**config.mk**
```make
export PLATFORM = sky130hd
export DESIGN_NAME = vga_ca_scroller
export DESIGN_NICKNAME = d
export VERILOG_FILES = /design/src/rtl/vga_ca_scroller.sv
export SDC_FILE = /design/constraint.sdc
export NUM_CORES = 1
export LEC_CHECK = 0
export BUFFER_PORTS_ARGS = -buffer_cell sky130_fd_sc_hd__buf_2
export CAP_MARGIN = 20
export CORE_MARGIN = 3
export CORE_UTILIZATION = 30
export CTS_CLUSTER_SIZE = 24
export DETAILED_ROUTE_END_ITERATION = 6
export PLACE_DENSITY = 0.55
export SYNTH_ARGS = -nofsm -noshare
export SYNTH_HDL_FRONTEND = slang
export SYNTH_SLANG_ARGS = --single-unit
```
**constraint.sdc**
```tcl
create_clock -name clk -period 4.3 [get_ports clk]
set_input_delay 0.215 -clock clk [delete_from_list [all_inputs] [get_ports clk]]
set_output_delay 0.215 -clock clk [all_outputs]
set_load 0.01 [all_outputs]
```
**src/rtl/vga_ca_scroller.sv**
```systemverilog
// Scrolling 1-D cellular automaton renderer: each frame shows successive generations as cell rows.
// Optional macro VGA_CA_LFSR_SEED_EN: reseed fills the seed row from a free-running LFSR.
module vga_ca_scroller #(
  parameter int GRID_W   = 160,
  parameter int LOG_CELL = 2,
  parameter int H_ACTIVE = 640,
  parameter int V_ACTIVE = 480
) (
  input  logic        clk,
  input  logic        rst_n,
  input  logic [9:0]  pix_x,
  input  logic [9:0]  pix_y,
  input  logic        display_on,
  input  logic [7:0]  rule_in,
  input  logic        rule_wr,
  input  logic        wrap,
  input  logic        reseed,
  output logic [5:0]  rgb,
  output logic        frame_start,
  output logic [15:0] gen_count
);

  localparam int CELL = 1 << LOG_CELL;
  localparam int PAD  = (H_ACTIVE - GRID_W * CELL) / 2;
  localparam int CW   = (GRID_W > 1) ? $clog2(GRID_W) : 1;
  localparam logic [GRID_W-1:0] SEED1 = {{(GRID_W-1){1'b0}}, 1'b1} << (GRID_W / 2);
  localparam logic [7:0] RULE_RST = 8'd30;

  logic [7:0]        rule_act_q, rule_act_d, rule_pend_q, rule_pend_d, rule_eff;
  logic              wrap_q, wrap_d;
  logic [GRID_W-1:0] row_q, row_d, seed_q, seed_d, row_stepped, reseed_row;
  logic              valid_q, valid_d, rs_pend_q, rs_pend_d;
  logic [15:0]       gen_q, gen_d;
  logic [5:0]        rgb_q, rgb_d;
  logic              fs_q, fs_d;
  logic              fs_now, row_start, row_one, in_grid;
  logic [10:0]       rel, cell_x;
  logic [CW-1:0]     cidx;

`ifdef VGA_CA_LFSR_SEED_EN
  localparam int FW = $clog2(GRID_W + 1);
  logic [15:0]   lfsr_q, lfsr_d;
  logic [FW-1:0] fill_q, fill_d;
`endif

  // Next generation; the extended vector carries the edge neighbours (zero or wrapped).
  function automatic logic [GRID_W-1:0] ca_step(input logic [GRID_W-1:0] r,
                                                input logic [7:0] rule, input logic w);
    logic [GRID_W+1:0] ext;
    logic [GRID_W-1:0] s;
    ext = {w & r[0], r, w & r[GRID_W-1]};
    s = '0;
    for (int j = 0; j < GRID_W; j++) s[j] = rule[{ext[j], ext[j+1], ext[j+2]}];
    return s;
  endfunction

  assign fs_now      = (pix_x == 10'd0) && (pix_y == 10'd0);
  assign row_start   = (pix_x == 10'd0) && ((pix_y & 10'(CELL - 1)) == 10'd0);
  assign row_one     = (pix_y == 10'(CELL));
  assign row_stepped = ca_step(row_q, rule_act_q, wrap_q);

  assign rel     = {1'b0, pix_x} - 11'(PAD);
  assign cell_x  = rel >> LOG_CELL;
  assign cidx    = cell_x[CW-1:0];
  assign in_grid = display_on && ({1'b0, pix_x} >= 11'(PAD)) && (cell_x < 11'(GRID_W))
                   && (pix_y < 10'(V_ACTIVE));

  always_comb begin
    rule_pend_d = rule_wr ? rule_in : rule_pend_q;
    rule_act_d  = rule_act_q;
    rule_eff    = rule_act_q;
    wrap_d      = wrap_q;
    seed_d      = seed_q;
    valid_d     = valid_q;
    gen_d       = gen_q;
    rs_pend_d   = rs_pend_q;
    row_d       = row_q;
`ifdef VGA_CA_LFSR_SEED_EN
    lfsr_d     = {lfsr_q[14:0], lfsr_q[15] ^ lfsr_q[13] ^ lfsr_q[12] ^ lfsr_q[10]};
    fill_d     = fill_q;
    reseed_row = {{(GRID_W-1){1'b0}}, lfsr_q[0]};
`else
    reseed_row = SEED1;
`endif
    // Frame start bypasses the freshly latched rule and seed so pixel (0,0) renders correctly.
    if (fs_now) begin
      rule_act_d = rule_pend_q;
      rule_eff   = rule_pend_q;
      wrap_d     = wrap;
      valid_d    = 1'b1;
      rs_pend_d  = 1'b0;
      if (rs_pend_q) begin
        row_d = reseed_row;
        gen_d = '0;
`ifdef VGA_CA_LFSR_SEED_EN
        fill_d = FW'(1);
`endif
      end else begin
        row_d = seed_q;
        if (valid_q) gen_d = gen_q + 16'd1;
      end
    end else if (row_start) begin
      row_d = row_stepped;
      if (row_one && valid_q) seed_d = row_stepped;
    end
`ifdef VGA_CA_LFSR_SEED_EN
    else if (fill_q < FW'(GRID_W)) begin
      row_d[fill_q] = lfsr_q[0];
      fill_d        = fill_q + FW'(1);
    end
`endif
    if (reseed) rs_pend_d = 1'b1;
    rgb_d = '0;
    if ((valid_q || fs_now) && in_grid && row_d[cidx]) rgb_d = rule_eff[6:1];
    fs_d = fs_now;
  end

  always_ff @(posedge clk or negedge rst_n) begin
    if (!rst_n) begin
      rule_act_q  <= RULE_RST;
      rule_pend_q <= RULE_RST;
      wrap_q      <= 1'b0;
      row_q       <= SEED1;
      seed_q      <= SEED1;
      valid_q     <= 1'b0;
      rs_pend_q   <= 1'b0;
      gen_q       <= '0;
      rgb_q       <= '0;
      fs_q        <= 1'b0;
    end else begin
      rule_act_q  <= rule_act_d;
      rule_pend_q <= rule_pend_d;
      wrap_q      <= wrap_d;
      row_q       <= row_d;
      seed_q      <= seed_d;
      valid_q     <= valid_d;
      rs_pend_q   <= rs_pend_d;
      gen_q       <= gen_d;
      rgb_q       <= rgb_d;
      fs_q        <= fs_d;
    end
  end

`ifdef VGA_CA_LFSR_SEED_EN
  always_ff @(posedge clk or negedge rst_n) begin
    if (!rst_n) begin
      lfsr_q <= 16'hACE1;
      fill_q <= FW'(GRID_W);
    end else begin
      lfsr_q <= lfsr_d;
      fill_q <= fill_d;
    end
  end
`endif

  assign rgb         = rgb_q;
  assign frame_start = fs_q;
  assign gen_count   = gen_q;

endmodule

```
==> reports/qor.yml, run 1 <==
status: "completed"
worstPathMaxFanout: 60
syn-cell-area_mm2: 0.0266
ys_ff_latch: 362
setup_ws_ns: 0.246
initialDrtViolationCount: 2329
io_buffers: 56
dp.cells: 3288
syn-num-nets: 2400
h-tree-depth: 2
yosysSeqAreaShare: 0.341
cellLeakagePower_nw: 12.1
cap_viol_max_count: 0
track_usage: 0.186
post-dp-hpwl_mm: 53.5
synth.yosys.warnings: 0
finClkSkew_ns: 0.0255
end_kind: "flip-flop"
cts_sinks: 362
area.growth.synth_to_final_pct: 11.2
die-area_mm2: 0.0922
nets: 2238
final-hold-violation-count: 0
cts_tree: "built"
critical_path_class: "flip-flop to flip-flop"
synth_flop_cell: "dfrtp_1"
die-width_um: 304
powerDensity_mw_per_mm2: 265
cts_buffers: 46
overflow: 0
clock.fmax_mhz: 247
gp_congestion: 0.853
setup_violations: 0
ios: 57
synth-async-reset-ratio: 1.00
syn-instance-count: 2365
fin_cells: 3394
drc: 0
synth.avg_cell_area_um2: 11.2
ant_nets: 0
antenna_cells: 0
hold_start: "pix_y[9]"
min_period_ns: 4.05
grt_pass1_vias: 21597
r2r-start: "rule_act_q[2]$_DFF_PN1_"
pre_cts_slack_ns: 0.144
cts_buffer_depth: 3
synth_edf_count: 0
finalCritPeriodShare: 0.943
grt_pass1_wl_mm: 136
routedWlPerCell_um: 26.1
rsz0062_at_grt: "no"
required_ns: 4.78
synth_cell_types: 96
start_util: 0.305
fillers: 8633
clk_pin_slew_worst_paths_ns: 0.06
slew_viol_final: 0
clk_latency_ns: 0.60
core-area_mm2: 0.0873
die_h_um: 304
totalWireLength_mm: 88.7
tightest_slew_ns: 0.923
vias: 21016
grt_antenna_before_repair: 0
via_per_inst: 6.19
grt_max_degree: 106
dr.pass1.iters: 7
timing.setup.tns_ns: 0
ir_drop_mv: 0.318
cts-root-buf: "clkbuf_16"
relSlewSlack: 0.385
start_kind: "flip-flop"
cp.arrival_ns: 4.53
drive_above_1_share: 0.322
rows: 108
hold_class: "input port to flip-flop"
startpoint: "rule_act_q[2]$_DFF_PN1_"
[layout make-up]
cell class | count | area, um^2 | share of cell area
clock inverter | 12 | 139 | 0.00470
timing repair buffer | 192 | 1740 | 0.0588
multi-input combinational | 1577 | 15600 | 0.528
sequential | 362 | 9100 | 0.308
inverter | 24 | 90.1 | 0.00305
tap | 1155 | 1450 | 0.0489
clock buffer | 72 | 1440 | 0.0487
[synth_stat cells (27+ instances only)]
cell      count  area, um^2
clkbuf_1    310        1160
mux2_2      172        1940
mux4_2      254        5720
nand2_1     218         818
o211ai_1     33         248
buf_2        29         145
dfrtp_1     352        8810
nor2_1      103         387
nand3_1      53         265
mux4_1       27         709
and3_1       66         413
a21oi_1      56         280
a221o_1      92         921
o21ai_0     104         521
mux2i_1      93         931
o22ai_1      31         194
[power breakdown]
group	switching, W	total [W]	internal (W)
clock	0.00161	0.00403	0.00242
sequential	0.0000156	0.00344	0.00342
combinational	0.000251	0.000367	0.000115
total	0.00188	0.00784	0.00595
[path summary, 6_finish.rpt]
check                                            end  slack (ns)  cells after the start
setup / recovery                    rgb[3]$_DFF_PN0_        0.25                     10
hold / removal                      rgb[4]$_DFF_PN0_        0.16                      5
setup reg to reg                    rgb[3]$_DFF_PN0_        0.25                     10
hold reg to reg              seed_q[123]$_DFFE_PN0P_        0.48                      2
max in group asynchronous  rule_act_q[7]$_DFFE_PN0N_        2.93                      3
min in group asynchronous     seed_q[51]$_DFFE_PN0P_        0.26                      2
[layout by cell type, fill, tap and decap left out, drive strengths merged, types with 72 or more instances in the layout]
master and instances:
o21ai 104, mux2i 93, a221o 94, mux2 172, dfrtp 352, mux4 282
buf 173, nor2 103, clkbuf 72, nand2 218
[layer usage]
layer | vias to the layer above | GRT usage | part of all wire
li1 | 8750 | - | -
met1 | 11067 | 0.256 | 0.42
met2 | 997 | 0.287 | 0.46
met3 | 202 | 0.0377 | 0.083
met4 | 0 | 0.0718 | 0.038
met5 | - | 0 | 0
[logic make-up after synthesis]
group | synth area share
xor gates and xnor gates | 0.00329
AOI/OAI and AO/OA | 0.120
DFF | 0.341
muxes | 0.351
adders and majority gates | 0.000471
buffers and inverters | 0.0733
and+or+nand+nor | 0.111
[sequential cells by signal, summed over array words and instances, names as in the netlist]
name,count
seed_q,160
valid_q,1
row_q,160
rgb,6
rule_act_q,8
frame_start,1
rs_pend_q,1
gen_count,16
rule_pend_q,8
wrap_q,1
[through the flow]
step	power, W	util	hold slack [ns]	area (um^2)
after floorplan	0.00363	-	-0.0806	26600
after global placement	0.00384	0.318	0.295	27700
after detailed placement	0.00384	0.318	0.291	27700
after CTS	0.00792	0.338	0.130	29500
after global routing	0.00808	0.339	0.190	29600
final	0.00784	0.339	0.164	29600
[worst max-delay path: stages (launching register included)]
cell and delay, ns:
dfstp_4 1.09, buf_12 0.27, mux4_2 0.26, mux2i_1 0.09, o211ai_1 0.32, nor2_1 0.12
o31a_1 0.27, or4b_1 0.53, a41oi_1 0.46, a311oi_4 0.13, nor4b_1 0.35
[timing repair]
action | CTS | global route
endpoints found under the setup margin | 0 | 6
gates resized for setup | 0 | 1
hold buffers | 19 | 0
setup buffers | 0 | 3
endpoints found under the hold margin | 96 | 0
(Power assumes the default switching activity.)
==> run 2, diff against run 1 <==
--- a/config.mk
+++ b/config.mk
@@ -11,7 +11,7 @@
 export CORE_UTILIZATION = 30
 export CTS_CLUSTER_SIZE = 24
 export DETAILED_ROUTE_END_ITERATION = 6
-export PLACE_DENSITY = 0.55
+export PLACE_DENSITY = 0.57
 export SYNTH_ARGS = -nofsm -noshare
 export SYNTH_HDL_FRONTEND = slang
 export SYNTH_SLANG_ARGS = --single-unit
==> constraint.sdc (replaced) <==
create_clock -name clk -period 3.43 [get_ports clk]
set_input_delay 0.1715 -clock clk [delete_from_list [all_inputs] [get_ports clk]]
set_output_delay 0.1715 -clock clk [all_outputs]
set_load 0.01 [all_outputs]
==> reports/qor.yml, run 2 (synthesis gave the netlist of run 1 again) <==
slew_viol_final: 0  # unchanged
area.growth.synth_to_final_pct: 17.7  # was 11.2%
cap_viol_max_count: 0  # unchanged
track_usage: 0.189  # was 0.186
cellLeakagePower_nw: 12.9  # was 12.1 nW
grt_pass1_vias: 21701  # was 21597
critical_path_class: "flip-flop to flip-flop"  # unchanged
antenna_cells: 0  # unchanged
overflow: 0  # unchanged
nets: 2371  # was 2238
final_common_cell: "dfrtp_1"  # unchanged
rows: 108  # unchanged
clk_pin_slew_worst_paths_ns: 0.07  # was 0.06 ns
start_kind: "flip-flop"  # unchanged
min_delay_path_depth: 5  # unchanged
finalHoldWorstSlack_ns: 0.132  # was 0.164 ns
fillers: 8483  # was 8633
finalCritPeriodShare: 1.02  # was 0.943
drc: 0  # unchanged
relSlewSlack: 0.347  # was 0.385
clock.fmax_mhz: 286  # was 247 MHz
h-tree-depth: 2  # unchanged
grt_antenna_before_repair: 0  # unchanged
pre_cts_slack_ns: -0.535  # was 0.144 ns
ant_nets: 0  # unchanged
cts_tree: "built"  # unchanged
ios: 57  # unchanged
critical-path-top-delay-family: "multiplexers"  # was compound AO/OA/AOI/OAI gates
powerDensity_mw_per_mm2: 323  # was 265 mW/mm^2
cts_sinks: 362  # unchanged
setup_violations: 6  # was 0
clk_latency_ns: 0.61  # was 0.60 ns
cts_buffers: 45  # was 46
crit_buf_inv: 3  # was 1
cts-root-buf: "clkbuf_16"  # unchanged
required_ns: 3.93  # was 4.78 ns
setup_ws_ns: -0.0631  # was 0.246 ns
worstPathMaxFanout: 8  # was 60
postLayoutCellArea_mm2: 0.0313  # was 0.0296 mm^2
path_cells: "buf_12, buf_6, mux4_2, mux2i_1, o211ai_1, mux4_2, nor4b_4, a311oi_2, o211ai_2, a311oi_4, buf_6, nor4b_1"  # was buf_12, mux4_2, mux2i_1, o211ai_1, nor2_1, o31a_1, or4b_1, a41oi_1, a311oi_4, nor4b_1
gp_congestion: 0.910  # was 0.853
die-area_mm2: 0.0922  # unchanged
end_kind: "flip-flop"  # unchanged
status: "finished, violations left"  # was completed
finClkSkew_ns: 0.0311  # was 0.0255 ns
finish.utilization: 0.359  # was 0.339
tightest_slew_ns: 0.979  # was 0.923 ns
ir_drop_mv: 0.457  # was 0.318 mV
final-hold-violation-count: 0  # unchanged
io_buffers: 56  # unchanged
via_per_inst: 6.14  # was 6.19
worstRegToRegCells: 12  # was 10
hold_class: "input port to flip-flop"  # unchanged
timing.setup.tns_ns: -0.349  # was 0 ns
failed_checks: "setup timing"
cts_buffer_depth: 3  # unchanged
die-width_um: 304  # unchanged
min_period_ns: 3.49  # was 4.05 ns
post-dp-hpwl_mm: 57.6  # was 53.5 mm
grt_pass1_wl_mm: 139  # was 136 mm
die_h_um: 304  # unchanged
grt_max_degree: 101  # was 106
post_dp_cell_area_mm2: 0.0289  # was 0.0277 mm^2
totalWireLength_mm: 89.4  # was 88.7 mm
cpMaxStageDelayCell: "dfrtp_4"  # was dfstp_4
crit_cells: 12  # was 10
rsz0062_at_grt: "yes"  # was no
routedWlPerCell_um: 25.3  # was 26.1 um
start_util: 0.305  # unchanged
critPathMaxStageDelay_ns: 0.60  # was 1.09 ns
dr.pass1.iters: 5  # was 7
final_cell_mix: "348 x dfrtp_1, 255 x mux4_2, 217 x nand2_1, 182 x buf_4, 166 x mux2_2"  # was 348 x dfrtp_1, 254 x mux4_2, 217 x nand2_1, 172 x mux2_2, 104 x o21ai_0
cp.arrival_ns: 3.99  # was 4.53 ns
core-area_mm2: 0.0873  # unchanged
drive_above_1_share: 0.375  # was 0.322
initialDrtViolationCount: 2205  # was 2329
vias: 21673  # was 21016
-- run 2: cell types whose count changed in the layout (fill, tap and decap cells not counted), moves of 5 or more --
cell,before,now
mux2i_1,93,88
buf_6,0,10
buf_4,87,182
clkbuf_8,17,6
bufinv_16,2,9
mux2_2,172,166
mux2_4,0,6
buf_12,28,55
-- run 2: metrics by stage --
stage	total power (W)	instances
floorplan	0.00456	2365
global placement	0.00483	3405
detailed placement	0.00483	3405
CTS	0.0102	3526
global route	0.0104	3528
finish	0.0101	3528
-- run 2: worst paths after layout --
kind                            slack, ns                       from                          to
worst max-delay path                -0.06  rule_act_q[0]$_DFFE_PN0N_            rgb[3]$_DFF_PN0_
max in group asynchronous            2.10                      rst_n  rule_pend_q[3]$_DFFE_PN1P_
worst min register to register       0.48    seed_q[142]$_DFFE_PN0P_     seed_q[142]$_DFFE_PN0P_
worst max register to register      -0.06  rule_act_q[0]$_DFFE_PN0N_            rgb[3]$_DFF_PN0_
min in group asynchronous            0.28                      rst_n      seed_q[49]$_DFFE_PN0P_
worst min-delay path                 0.13                   pix_y[9]            rgb[5]$_DFF_PN0_
-- run 2: routing by layer --
metal	global-route usage	wire length, um	vias to the layer above
met5	0	0	-
met4	0.0685	3320	0
met3	0.0496	8270	213
met2	0.293	41400	1143
met1	0.255	36400	11283
li1	-	-	9034
-- run 2: what timing repair did --
action / CTS / global route
endpoints found under the setup margin: 6 / 6
pin swaps: 14 / 4
hold buffers: 19 / 0
gates cloned: 3 / 0
gates resized for setup: 50 / 18
endpoints found under the hold margin: 98 / 0
setup buffers: 16 / 2
-- run 2: layout make-up --
type | instances | area [um^2] | area share
multi-input combinational | 1577 | 15900 | 0.507
sequential | 362 | 9100 | 0.291
timing repair buffer | 326 | 3180 | 0.101
tap | 1155 | 1450 | 0.0462
clock buffer | 61 | 1250 | 0.0398
clock inverter | 23 | 372 | 0.0119
inverter | 24 | 90.1 | 0.00288
-- run 2: worst reg2reg max path, delay by kind of cell (launching register included) --
family                 cells  cell delay [ns]
multiplexers               3             1.12
AND/OR/NAND/NOR            2             0.20
AO/OA/AOI/OAI              4             0.93
buffers and inverters      3             0.52
flip-flops                 1             0.60
-- run 2: power by group --
| part | leakage [nW] | switching [W] | internal, W |
|---|---|---|---|
| clock | 0.790 | 0.00205 | 0.00323 |
| sequential | 4.98 | 0.0000191 | 0.00429 |
| combinational | 7.17 | 0.000331 | 0.000173 |
| total | 12.9 | 0.00240 | 0.00770 |
==> run 3, diff against run 2 <==
--- a/config.mk
+++ b/config.mk
@@ -11,6 +11,7 @@
 export CORE_UTILIZATION = 30
 export CTS_CLUSTER_SIZE = 24
 export DETAILED_ROUTE_END_ITERATION = 6
+export MAX_ROUTING_LAYER = met4
 export PLACE_DENSITY = 0.57
 export SYNTH_ARGS = -nofsm -noshare
 export SYNTH_HDL_FRONTEND = slang
==> reports/qor.yml, run 3 (synthesis gave the netlist of run 1 again) <==
cpMaxStageDelayCell: "dfstp_4"  # was dfrtp_4
final_common_cell: "dfrtp_1"  # unchanged
end_kind: "flip-flop"  # unchanged
cts-root-buf: "clkbuf_16"  # unchanged
slew_viol_final: 0  # unchanged
path_cells: "buf_12, buf_12, buf_6, mux4_2, mux2i_2, o211ai_1, mux4_2, nor4b_4, a311oi_2, o211ai_2, a311oi_4, buf_6, nor4b_2"  # was buf_12, buf_6, mux4_2, mux2i_1, o211ai_1, mux4_2, nor4b_4, a311oi_2, o211ai_2, a311oi_4, buf_6, nor4b_1
hold_class: "input port to asynchronous set/reset pin"  # was input port to flip-flop
r2r_setup_slack_ns: -0.11  # was -0.06 ns
setup_ws_ns: -0.108  # was -0.0631 ns
gp_congestion: 0.887  # was 0.910
die_h_um: 304  # unchanged
dp.cells: 3415  # was 3405
fillers: 8425  # was 8483
critical-path-top-delay-family: "multiplexers"  # unchanged
rows: 108  # unchanged
overflow: 0  # unchanged
grt_pass1_wl_mm: 140  # was 139 mm
tightest_slew_ns: 0.786  # was 0.979 ns
relSlewSlack: 0.476  # was 0.347
p_sw_frac: 0.243  # was 0.238
cts_tree: "built"  # unchanged
core-area_mm2: 0.0873  # unchanged
vias: 21797  # was 21673
grt_pass1_vias: 21996  # was 21701
finalCritPeriodShare: 1.03  # was 1.02
multiInputGateArea_mm2: 0.0159  # about the same
status: "finished, violations left"  # unchanged
critPathMaxStageDelay_ns: 0.54  # was 0.60 ns
start_kind: "flip-flop"  # unchanged
failed_checks: "setup timing"  # unchanged
cellLeakagePower_nw: 13.2  # was 12.9 nW
track_usage: 0.197  # was 0.189
initialDrtViolationCount: 2155  # was 2205
cts_buffer_depth: 3  # unchanged
required_ns: 3.91  # was 3.93 ns
final_cell_mix: "348 x dfrtp_1, 255 x mux4_2, 217 x nand2_1, 217 x buf_4, 169 x mux2_2"  # was 348 x dfrtp_1, 255 x mux4_2, 217 x nand2_1, 182 x buf_4, 166 x mux2_2
pre_cts_slack_ns: -0.340  # was -0.535 ns
p_int_w: 0.00738  # was 0.00770 W
seqCellArea_mm2: 0.00910  # unchanged
worstPathMaxFanout: 14  # was 8
die-width_um: 304  # unchanged
nets: 2420  # was 2371
via_per_inst: 6.10  # was 6.14
ir_drop_mv: 0.388  # was 0.457 mV
antenna_cells: 0  # unchanged
power.switching_w: 0.00237  # was 0.00240 W
io_buffers: 56  # unchanged
min_period_ns: 3.54  # was 3.49 ns
ant_nets: 0  # unchanged
worstRegToRegCells: 13  # was 12
final-hold-violation-count: 0  # unchanged
grt_antenna_before_repair: 0  # unchanged
dr.pass1.iters: 7  # was 5
crit_cells: 13  # was 12
critical_path_class: "flip-flop to flip-flop"  # unchanged
clock.fmax_mhz: 283  # was 286 MHz
totalWireLength_mm: 90.8  # was 89.4 mm
clk_latency_ns: 0.60  # was 0.61 ns
grt_max_degree: 146  # was 101
rsz0062_at_grt: "yes"  # unchanged
p_comb_frac: 0.051  # was 0.050
ios: 57  # unchanged
fin_cells: 3576  # was 3528
clk_pin_slew_worst_paths_ns: 0.06  # was 0.07 ns
finish.utilization: 0.363  # was 0.359
crit_buf_inv: 4  # was 3
routedWlPerCell_um: 25.4  # was 25.3 um
cp.arrival_ns: 4.02  # was 3.99 ns
powerDensity_mw_per_mm2: 308  # was 323 mW/mm^2
cts_buffers: 46  # was 45
h-tree-depth: 2  # unchanged
drive_above_1_share: 0.386  # was 0.375
setup_violations: 6  # unchanged
drc: 0  # unchanged
power.share.clock: 0.507  # was 0.523
finClkSkew_ns: 0.0222  # was 0.0311 ns
start_util: 0.305  # unchanged
die-area_mm2: 0.0922  # unchanged
cap_viol_max_count: 0  # unchanged
p_seq_frac: 0.442  # was 0.427
cts_sinks: 362  # unchanged
area.growth.synth_to_final_pct: 19.1  # was 17.7%
post-dp-hpwl_mm: 57.6  # about the same
-- run 3: cell types whose count changed in the layout (fill, tap and decap cells not counted), sizes merged --
cell      before  now
clkinvlp       2    1
clkbuf        61   73
bufbuf         1    3
clkinv        13   11
buf          306  349
bufinv         9    3
-- run 3: routing by layer --
layer	track usage	routed length, um	vias up
li1	-	-	9117
met1	0.260	37300	11408
met2	0.302	42800	1067
met3	0.0361	7430	205
met4	0.0728	3240	0
met5	-	0	-
-- run 3: repair_timing --
action / in CTS / in global routing
pin swaps: 9 / 14
endpoints found under the setup margin: 6 / 7
buffers inserted: 37 / 17
resized for setup: 40 / 31
endpoints found under the hold margin: 76 / 0
hold buffers: 19 / 0
cloned: 3 / 3
-- run 3: power groups by stage --
stage          Sequential, W  Clock, W  Combinational (W)
2_1_floorplan        0.00437         0           0.000184
3_3_place_gp         0.00438         0           0.000439
3_5_place_dp         0.00439         0           0.000443
4_1_cts              0.00431   0.00503           0.000483
5_1_grt              0.00431   0.00523           0.000524
6_report             0.00431   0.00494           0.000494
-- run 3: layout make-up --
type	count	area share
multi-input combinational	1577	0.501
sequential	362	0.288
timing repair buffer	374	0.115
tap	1155	0.0457
clock buffer	70	0.0424
clock inverter	14	0.00518
inverter	24	0.00300
-- run 3: final timing paths --
path | start | end
worst max register to register | rule_act_q[3]$_DFF_PN1_ | rgb[3]$_DFF_PN0_
min in group clk | reseed | rs_pend_q$_DFFE_PN0P_
max in group asynchronous | rst_n | rule_act_q[7]$_DFFE_PN0N_
worst max-delay path | rule_act_q[3]$_DFF_PN1_ | rgb[3]$_DFF_PN0_
worst min-delay path | rst_n | seed_q[52]$_DFFE_PN0P_
worst min register to register | seed_q[60]$_DFFE_PN0P_ | seed_q[60]$_DFFE_PN0P_
-- run 3: through the flow --
step	setup TNS (ns)	hold WS, ns	instance area, um^2	total power (W)
3_5_place_dp	-1.65	0.202	29000	0.00483
4_1_cts	0	0.206	31300	0.00982
3_3_place_gp	-1.36	0.200	29000	0.00482
5_1_grt	-0.909	0.228	31700	0.0101
2_1_floorplan	0	-0.124	26600	0.00456
6_report	-0.618	0.152	31700	0.00974
